## src/rtl/rgb_blink_sequencer.sv

```systemverilog
// Purpose: steps an RGB LED through RED/GREEN/BLUE/WHITE/OFF with PWM brightness.
// Latency: LED outputs and step_pulse are registered, 1 cycle after state/pwm_cnt/advance.
// Backpressure: none; en pauses everything, next forces an early step.
//
// Ports:
//   clk        - single clock, rising edge
//   rst        - synchronous active-high reset
//   en         - run enable; low freezes prescaler, state and PWM and darkens the LEDs
//   next       - manual advance request (only honoured while en=1)
//   duty       - brightness (on-time in PWM counts), latched at each PWM period start
//   redled     - red drive, active-low
//   greenled   - green drive, active-low
//   blueled    - blue drive, active-low
//   colour     - current state code (RED=0 .. OFF=4)
//   step_pulse - one-cycle strobe following every advance
module rgb_blink_sequencer #(
   parameter int HOLD_CYCLES = 12000000,
   parameter int PWM_W       = 8
) (
   input  logic             clk,
   input  logic             rst,
   input  logic             en,
   input  logic             next,
   input  logic [PWM_W-1:0] duty,
   output logic             redled,
   output logic             greenled,
   output logic             blueled,
   output logic [2:0]       colour,
   output logic             step_pulse
);

   localparam int               PS_W     = $clog2(HOLD_CYCLES);
   localparam logic [PS_W-1:0]  PS_LAST  = PS_W'(HOLD_CYCLES - 1);
   localparam logic [PWM_W-1:0] PWM_LAST = '1;

   typedef enum logic [2:0] {
      RED   = 3'd0,
      GREEN = 3'd1,
      BLUE  = 3'd2,
      WHITE = 3'd3,
      OFF   = 3'd4
   } state_t;

   state_t           state;
   state_t           state_nxt;
   logic [PS_W-1:0]  presc;
   logic [PWM_W-1:0] pwm_cnt;
   logic [PWM_W-1:0] duty_q;
   logic             advance;
   logic             pwm_on;
   logic             lit_r;
   logic             lit_g;
   logic             lit_b;

   // Terminal count and a manual request coinciding still make a single
   // advance: both just feed the same OR.
   assign advance = en & ((presc == PS_LAST) | next);
   assign pwm_on  = (pwm_cnt < duty_q);
   assign colour  = state;

   always_ff @(posedge clk) begin
      if (rst) begin
         state <= RED;
      end else begin
         state <= state_nxt;
      end
   end

   always_comb begin
      state_nxt = state;
      lit_r     = 1'b0;
      lit_g     = 1'b0;
      lit_b     = 1'b0;
      case (state)
         RED: begin
            lit_r = 1'b1;
            if (advance) state_nxt = GREEN;
         end
         GREEN: begin
            lit_g = 1'b1;
            if (advance) state_nxt = BLUE;
         end
         BLUE: begin
            lit_b = 1'b1;
            if (advance) state_nxt = WHITE;
         end
         WHITE: begin
            lit_r = 1'b1;
            lit_g = 1'b1;
            lit_b = 1'b1;
            if (advance) state_nxt = OFF;
         end
         OFF: begin
            if (advance) state_nxt = RED;
         end
         // Codes 5-7 are unreachable; fall back to RED regardless of en.
         default: state_nxt = RED;
      endcase
   end

   always_ff @(posedge clk) begin
      if (rst) begin
         presc      <= '0;
         pwm_cnt    <= '0;
         duty_q     <= '0;
         step_pulse <= 1'b0;
         redled     <= 1'b1;
         greenled   <= 1'b1;
         blueled    <= 1'b1;
      end else begin
         step_pulse <= advance;
         if (en) begin
            // A manual advance restarts the hold period from zero.
            presc   <= advance ? '0 : presc + 1'b1;
            pwm_cnt <= pwm_cnt + 1'b1;
            // Latch brightness on the wrap so a period is never cut short.
            if (pwm_cnt == PWM_LAST) begin
               duty_q <= duty;
            end
         end
         // en is part of the term so LEDs go dark on the first edge with en low.
         redled   <= ~(en & pwm_on & lit_r);
         greenled <= ~(en & pwm_on & lit_g);
         blueled  <= ~(en & pwm_on & lit_b);
      end
   end

endmodule
```

## config.mk

```make
export PLATFORM = sky130hd
export DESIGN_NAME = rgb_blink_sequencer
export DESIGN_NICKNAME = d
export VERILOG_FILES = /design/src/rtl/rgb_blink_sequencer.sv
export SDC_FILE = /design/constraint.sdc
export NUM_CORES = 1
export LEC_CHECK = 0
export BUFFER_PORTS_ARGS = -buffer_cell sky130_fd_sc_hd__buf_4
export CAP_MARGIN = 20
export CORE_UTILIZATION = 45
export DETAILED_ROUTE_END_ITERATION = 16
export PLACE_DENSITY = 0.59
export SETUP_SLACK_MARGIN = 0.05
export SLEW_MARGIN = 20
export SYNTH_ARGS = -nofsm -noshare
export SYNTH_HDL_FRONTEND = slang
export SYNTH_SLANG_ARGS = --single-unit
```

## constraint.sdc

```tcl
create_clock -name clk -period 5.1 [get_ports clk]
set_input_delay 0.255 -clock clk [delete_from_list [all_inputs] [get_ports clk]]
set_output_delay 0.255 -clock clk [all_outputs]
set_load 0.01 [all_outputs]
```

==> run_results.csv, run 1 <==
group,metric,value,unit
clock_tree,cts_setup_buffers,0,
cells_and_area,final_common_cell,"dfxtp_1",
yosys,synth_edf_count,0,
die,dieArea,0.00536,mm²
place,dp.cells,335,
die,initial_utilization,47.7,%
yosys,syn_inst,258,
clock_tree,cts.path.max_buffers,2,
die,die_w,73.2,µm
cells_and_area,nFillCells,456,
sta,fmax,512,MHz
pwr,pwr-share-seq,57.7,%
yosys,synth_ff_type,"dfxtp_1",
place,post_dp_cell_area,0.00247,mm²
die,io_pins,19,
clock_tree,cts.clk_slew.worst_paths,0.08,ns
routing,vias_per_cell,5.43,
pwr,power.density,253,mW/mm²
sta,min_period,1.95,ns
routing,drc,0,
yosys,synth_compound_area_share,13.1,%
cells_and_area,fin_nets,296,
critical_path,crit_path_end_kind,"register",
sta,finClkSkew,0.00440,ns
critical_path,cp_max_fo,8,
cells_and_area,utilization,53.6,%
global_routing,grt_overflow_total,0,
routing,firstDrtPassIters,4,
clock_tree,cts_tree,"built",
yosys,synth_area,0.00228,mm²
sta,hold_viol,0,
yosys,synth_fp_nets,279,
yosys,synthMuxAreaShare,4.44,%
place,dp_hpwl,3090,µm
sta,fin_crit_sh,38.3,%
routing,vias,1864,
pwr,p_int,510,µW
yosys,ys_ff_latch,47,
pwr,p_sw_share,21.5,%
clock_tree,cts_root_buf,"clkbuf_8",
critical_path,path_class,"reg2reg",
sta,finalSetupViolCount,0,
cells_and_area,mostFrequentLayoutCells,"47 x dfxtp_1, 26 x nor2_1, 19 x a21oi_1, 19 x buf_4, 14 x nand2_1",
run,cap_violations,0,
clock_tree,cts_sinks,47,
sta,drv_slew,0,
cells_and_area,stdcell_count,343,
critical_path,required,5.33,ns
hold_path,hp-class,"in2reg",
clock_tree,cts_buffers,5,
global_routing,grt_pass1_wl,7650,µm
yosys,synth.distinct_cells,41,
routing,wl,4410,µm
yosys,synth-simple-area-share,26.6,%
sta,slew_headroom,45.5,%
routing,wl_per_cell,12.9,µm
place,port_buffers,18,
clock_tree,ctsResizeCount,0,
sta,timing.final.ws_setup,3.15,ns
critical_path,cp_slowest_cell,"or4_4",
global_routing,track_usage,18.3,%
place,gp_congestion,0.737,
pwr,switching_power,140,µW
critical_path,worstPathCellList,"ha_1 > and3_1 > nand3_1 > or4_4 > a21oi_2",
pwr,clkPwrFrac,37.2,%
pwr,leakagePower,0.854,nW
routing,ant_nets,0,
pwr,ir_drop,0.144,mV
global_routing,grt_max_degree,24,
clock_tree,hold_buffers,0,
yosys,yosys_warnings,0,
die,rows,25,
global_routing,antenna_found_initial,0,
cells_and_area,drive_gt1_share,13.0,%
cells_and_area,final_area,0.00257,mm²
global_routing,grt_pass1_vias,1702,
sta,tns,0,ns
place,dp_slack,3.19,ns
critical_path,max_stage_delay,0.57,ns
sta,rsz0062_at_grt,"no",
routing,drtIter0Drc,136,
die,core_area,0.00479,mm²
yosys,synth_seq_area_share,41.2,%
yosys,synth_fa_ha_area_share,4.93,%
sta,worst_pin_slew,0.813,ns
clock_tree,htree_num_levels,2,
critical_path,crit_path_start_kind,"register",
yosys,synth_area_per_cell,8.85,µm²
critical_path,worstPathArrival,2.19,ns
die,die_h,73.2,µm
run_status,outcome,"complete, no violations",
pwr,pwr-share-comb,5.1,%
yosys,synth_top_family_by_area,"simple AND/OR/NAND/NOR gates",
yosys,synthXorXnorAreaFrac,6.14,%
cells_and_area,diodes,0,
yosys,synthArstFlopShare,0,%
cells_and_area,area_growth,12.4,%
clock_tree,clock_latency,0.29,ns
==> worst paths after layout <==
check / slack, ns / cells past startpoint / end / start
max: 3.15 / 5 / presc[22] / presc[0]
min: 0.19 / 3 / duty_q[7] / duty[7]
max reg2reg: 3.15 / 5 / presc[22] / presc[0]
min reg2reg: 0.48 / 2 / presc[21] / presc[21]
==> power by group through the flow <==
stage	registers, mW	clock network (mW)	logic [mW]
2_1_floorplan	0.383	0	0.0191
3_3_place_gp	0.383	0	0.0335
3_5_place_dp	0.384	0	0.0333
4_1_cts	0.375	0.250	0.0335
5_1_grt	0.376	0.268	0.0374
6_report	0.375	0.242	0.0333
==> layer usage <==
layer | vias up | track usage [%] | part of all wire, %
met5 | - | 0 | 0
met4 | 0 | 5.88 | 1.3
met3 | 7 | 4.14 | 5.0
met2 | 36 | 26.7 | 40
met1 | 855 | 26.6 | 54
li1 | 966 | - | -
==> kinds of logic after synthesis <==
| kind of cell | Yosys count |
|---|---|
| XOR/XNOR | 16 |
| AO/OA/AOI/OAI | 50 |
| AND/OR/NAND/NOR | 107 |
| multiplexers | 10 |
| buffers and inverters | 19 |
| adder cells (fa/ha/maj) | 9 |
| flip-flops | 47 |
==> registers in the layout, summed over array words and instances, names as in the netlist <==
register,cells
greenled,1
duty_q,8
step_pulse,1
colour,3
pwm_cnt,8
presc,24
redled,1
blueled,1
==> area by class of cell <==
class                      count  area (µm²)  area share, %
inverter                      10        37.5           1.46
timing repair buffer          19         143           5.56
clock buffer                   8         100           3.90
multi-input combinational    192        1260           49.1
sequential                    47         941           36.7
tap                           67        83.8           3.27
==> synthesized netlist by cell type, types with 3 or more instances <==
cell      instances  area, µm²
dfxtp_1          47        941
nor2_1           26       97.6
a21oi_1          19       95.1
nand2_1          14       52.6
o21ai_0          14       70.1
nand3_1          12       60.1
inv_1            10       37.5
nand4_1          10       62.6
or4_1            10       75.1
xor2_1           10       87.6
ha_1              9        113
mux2i_1           9       90.1
o31ai_1           9       67.6
xnor2_1           6       52.6
clkbuf_1          5       18.8
or3_1             5       31.3
nand4b_1          4       35.0
nor3_1            4       20.0
a21o_1            3       22.5
and3_1            3       18.8
and4_1            3       26.3
nand2b_1          3       18.8
==> per-stage QoR <==
stage               total power, mW  hold WS (ns)
global route                  0.681         0.184
finish                        0.650         0.191
CTS                           0.658         0.184
global placement              0.417         0.470
detailed placement            0.417         0.469
floorplan                     0.402         0.402
==> worst max-delay path, delay by kind of cell, from the launching register on <==
family          cells  cell delay, ns
flops               1            0.41
simple gates        3            1.15
fa+ha+maj           1            0.20
compound gates      1            0.14
(Power assumes the default switching activity.)
==> run 2: changes to the inputs <==
==> constraint.sdc (replaced) <==
create_clock -name clk -period 1.8 [get_ports clk]
set_input_delay 0.09 -clock clk [delete_from_list [all_inputs] [get_ports clk]]
set_output_delay 0.09 -clock clk [all_outputs]
set_load 0.01 [all_outputs]
==> run_results.csv, run 2 (synthesis gave the netlist of run 1 again) <==
group,metric,value,unit
run_status,outcome,"complete, no violations",
hold_path,hp-class,"in2reg",
pwr,pwr-share-seq,57.2,%
die,die_w,73.2,µm
clock_tree,cts_sinks,47,
clock_tree,clock_latency,0.29,ns
routing,drtIter0Drc,82,
place,dp_hpwl,3440,µm
die,io_pins,19,
pwr,pwr-share-comb,5.6,%
cells_and_area,reg.largest.list,"presc (24), duty_q (8), pwm_cnt (8)",
critical_path,crit_path_start_kind,"register",
pwr,p_sw_share,21.8,%
global_routing,use_met1,29.5,%
global_routing,grt_max_degree,24,
die,die_h,73.2,µm
global_routing,busiest_layer,"met1",
die,dieArea,0.00536,mm²
sta,finClkSkew,0.00462,ns
cells_and_area,fin_nets,321,
sta,slew_headroom,70.8,%
sta,rsz0062_at_grt,"yes",
sta,finalSetupViolCount,0,
global_routing,antenna_found_initial,0,
pwr,clkPwrFrac,37.2,%
cells_and_area,final_common_cell,"buf_4",
cells_and_area,largest_register,"presc",
global_routing,grt_overflow_total,0,
critical_path,cp_max_fo,6,
clock_tree,cts_root_buf,"clkbuf_8",
pwr,p_int,1.45,mW
hold_path,hp-start,"duty[3]",
sta,drv_slew,0,
clock_tree,htree_num_levels,2,
die,initial_utilization,47.7,%
routing,vias_per_cell,5.35,
cells_and_area,diodes,0,
die,rows,25,
global_routing,grt_pass1_vias,1740,
routing,wl_per_cell,13.4,µm
sta,min_period,1.77,ns
sta,fmax,566,MHz
clock_tree,cts.path.max_buffers,2,
pwr,power.density,649,mW/mm²
place,gp_congestion,0.776,
critical_path,max_stage_delay,0.59,ns
run,cap_violations,0,
cells_and_area,drive_gt1_share,27.9,%
critical_path,worstPathArrival,2.00,ns
global_routing,track_usage,19.7,%
critical_path,required,2.03,ns
critical_path,crit_path_end_kind,"register",
critical_path,cp_slowest_cell,"or4_4",
pwr,ir_drop,0.477,mV
routing,drc,0,
routing,vias,1970,
global_routing,grtUsageMet3,4.70,%
sta,tns,0,ns
cells_and_area,mostFrequentLayoutCells,"41 x buf_4, 34 x dfxtp_1, 26 x nor2_1, 18 x a21oi_1, 14 x nand2_1",
global_routing,grt_pass1_wl,8110,µm
routing,wl,4920,µm
cells_and_area,area_growth,25.3,%
critical_path,worstPathCellList,"buf_6 > nand3_4 > or4_4 > or4_1 > a21oi_1",
sta,worst_pin_slew,0.435,ns
critical_path,path_class,"reg2reg",
routing,firstDrtPassIters,5,
sta,hold_viol,0,
sta,hold_ws,0.0226,ns
critical_path,r2r_start,"presc[15]",
critical_path,startpoint,"presc[15]",
die,core_area,0.00479,mm²
pwr,switching_power,404,µW
cells_and_area,largest_reg_flops,24,
routing,ant_nets,0,
pwr,leakagePower,0.995,nW
clock_tree,cts_buffers,5,
clock_tree,cts.clk_slew.worst_paths,0.08,ns
clock_tree,hold_buffers,0,
place,port_buffers,18,
clock_tree,cts_tree,"built",
sta,fin_crit_sh,98.2,%
global_routing,grt_use_met2,27.1,%
## run 2: changes by cell type in the layout (fill, tap and decap cells not counted), sizes merged
cell	change
buf	+25
## run 2: worst paths after layout
| check | endpoint | slack (ns) | cells after the start |
|---|---|---|---|
| worst max-delay path | presc[20] | 0.03 | 5 |
| worst min-delay path | duty_q[3] | 0.02 | 3 |
| worst max register to register | presc[20] | 0.03 | 5 |
| worst min register to register | duty_q[3] | 0.49 | 2 |
## run 2: power by group through the flow
stage	Combinational [mW]	Sequential, mW	Clock (mW)
6_report	0.104	1.06	0.690
3_3_place_gp	0.103	1.08	0
2_1_floorplan	0.0550	1.09	0
4_1_cts	0.105	1.06	0.717
3_5_place_dp	0.104	1.08	0
5_1_grt	0.118	1.06	0.757
## run 2: worst max-delay path: cells and delay by family (launching register included)
family	cells	cell delay (ns)
flip-flops	1	0.34
AO/OA/AOI/OAI	1	0.14
buffers and inverters	1	0.10
AND/OR/NAND/NOR	3	1.13
## run 2: layout make-up
class	count	area (µm²)
Clock buffer	8	100
Fill cell	450	1930
Inverter	10	37.5
Multi-Input combinational cell	192	1340
Sequential cell	47	957
Tap cell	67	83.8
Timing Repair Buffer	44	342
## run 2: metal layers
layer | vias to the layer above | routed length [µm]
met5 | - | 0
met4 | 0 | 32
met3 | 2 | 136
met2 | 28 | 2100
met1 | 922 | 2650
li1 | 1018 | -
## run 2: through the flow
step	area, µm²	instances	total power, mW	util, %	worst slack, ns
after detailed placement	2630	356	1.19	55.0	-0.00885
after CTS	2740	364	1.88	57.2	0.0305
after global placement	2630	356	1.19	55.0	-0.0336
final	2860	368	1.86	59.8	0.0318
after global routing	2860	368	1.94	59.8	-0.0465
after floorplan	2290	258	1.14	-	0.0509
## run 2: timing repair
item | in CTS | in global routing
pin swaps | 0 | 6
setup endpoints to repair | 8 | 24
buffers inserted | 0 | 4
resized for setup | 6 | 25
==> run 3: changes to the inputs <==
--- a/config.mk
+++ b/config.mk
@@ -7,9 +7,10 @@
 export LEC_CHECK = 0
 export BUFFER_PORTS_ARGS = -buffer_cell sky130_fd_sc_hd__buf_4
 export CAP_MARGIN = 20
-export CORE_UTILIZATION = 45
+export CORE_UTILIZATION = 30
+export CTS_BUF_LIST = sky130_fd_sc_hd__clkbuf_16
 export DETAILED_ROUTE_END_ITERATION = 16
-export PLACE_DENSITY = 0.59
+export PLACE_DENSITY = 0.42
 export SETUP_SLACK_MARGIN = 0.05
 export SLEW_MARGIN = 20
 export SYNTH_ARGS = -nofsm -noshare
==> run_results.csv, run 3 (synthesis gave the netlist of run 1 again) <==
group,metric,value,unit
global_routing,antenna_found_initial,0,
critical_path,crit_path_start_kind,"register",
sta,finalSetupViolCount,0,
cells_and_area,reg.largest.list,"presc (24), duty_q (8), pwm_cnt (8)",
cells_and_area,diodes,0,
sta,slew_headroom,72.5,%
clock_tree,cts_buffers,5,
pwr,power.density,677,mW/mm²
place,dp.cells,399,
cells_and_area,seqCellArea,957,µm²
pwr,p_total,2.07,mW
routing,wl,5360,µm
critical_path,required,2.02,ns
die,rows,31,
cells_and_area,drive_gt1_share,30.7,%
clock_tree,cts_root_buf,"clkbuf_16",
run,cap_violations,0,
critical_path,path_class,"reg2reg",
clock_tree,htree_num_levels,2,
global_routing,grt_overflow_total,0,
global_routing,track_usage,14.2,%
place,port_buffers,18,
clock_tree,hold_buffers,0,
routing,ant_nets,0,
global_routing,grt_max_degree,24,
pwr,leakagePower,1.08,nW
die,core_area,0.00729,mm²
clock_tree,cts.clk_slew.worst_paths,0.07,ns
cells_and_area,final_common_cell,"buf_4",
cells_and_area,stdcell_count,412,
sta,finClkSkew,0.00718,ns
die,io_pins,19,
cells_and_area,largest_register,"presc",
cells_and_area,nFillCells,756,
sta,drv_slew,0,
sta,hold_viol,0,
die,die_w,89.2,µm
routing,drtIter0Drc,60,
die,die_h,89.2,µm
clock_tree,cts_sinks,47,
hold_path,hp-class,"in2reg",
place,dp_hpwl,3900,µm
sta,worst_pin_slew,0.409,ns
place,dp_slack,-0.0805,ns
routing,firstDrtPassIters,4,
sta,timing.final.ws_setup,0.103,ns
sta,fin_crit_sh,94.3,%
sta,hold_ws,0.0393,ns
critical_path,cp_max_fo,6,
pwr,ir_drop,0.359,mV
clock_tree,clock_latency,0.28,ns
cells_and_area,largest_reg_flops,24,
cells_and_area,final_area,0.00306,mm²
cells_and_area,area_growth,33.9,%
global_routing,grt_pass1_wl,8690,µm
cells_and_area,mostFrequentLayoutCells,"53 x buf_4, 36 x dfxtp_1, 26 x nor2_1, 17 x a21oi_1, 14 x nand2_1",
sta,fmax,589,MHz
routing,drc,0,
global_routing,grt_pass1_vias,1822,
run_status,outcome,"complete, no violations",
routing,vias_per_cell,4.88,
clock_tree,cts.path.max_buffers,2,
cells_and_area,fin_nets,333,
cells_and_area,utilization,41.9,%
sta,min_period,1.70,ns
sta,rsz0062_at_grt,"yes",
routing,vias,2011,
place,gp_congestion,0.712,
die,initial_utilization,31.3,%
place,post_dp_cell_area,0.00275,mm²
critical_path,worstPathArrival,1.92,ns
sta,tns,0,ns
die,dieArea,0.00796,mm²
routing,wl_per_cell,13.0,µm
cells_and_area,multi_input_comb_area,0.00136,mm²
clock_tree,cts_tree,"built",
critical_path,crit_path_end_kind,"register",
[run 3: cell count changes in the layout (fill, tap and decap cells not counted), sizes merged]
| cell | change |
|---|---|
| clkinv | +2 |
| clkinvlp | +1 |
| buf | +12 |
| clkbuf | -3 |
[run 3: final cells by class]
class                           instances  share of cell area [%]
Clock buffer                            5                    4.10
Clock inverter                          3                   0.491
Inverter                               10                    1.23
Multi-Input combinational cell        192                    44.6
Sequential cell                        47                    31.3
Tap cell                               99                    4.05
Timing Repair Buffer                   56                    14.3
[run 3: final timing paths]
| path | to | cells past startpoint | slack, ns | start |
|---|---|---|---|---|
| max | presc[16] | 5 | 0.10 | presc[8] |
| min | duty_q[1] | 3 | 0.04 | duty[1] |
| max reg2reg | presc[16] | 5 | 0.10 | presc[8] |
| min reg2reg | presc[12] | 2 | 0.48 | presc[12] |
[run 3: worst max-delay path, cell delays in order, from the launching register on]
cell and delay (ns):
dfxtp_4 0.36, nand3_4 0.09, or4_4 0.59, buf_6 0.16
or3_1 0.32, a21oi_2 0.12
[run 3: routing by layer]
metal	up-vias	track usage [%]	part of all wire (%)
li1	1047	-	-
met1	941	20.1	52
met2	18	22.6	44
met3	5	2.49	2.6
met4	0	3.03	0.86
met5	-	0	0
[run 3: what timing repair did]
item                       in CTS  in global routing
setup endpoints to repair      24                 24
buffers inserted                4                  0
pin swaps                       5                  5
cloned                          0                  1
hold endpoints to repair        0                  0
resized for setup              13                 27
[run 3: where the power goes]
group          internal (mW)  switching [mW]
clock                  0.505           0.385
sequential              1.05         0.00985
combinational         0.0599          0.0594
total                   1.61           0.454
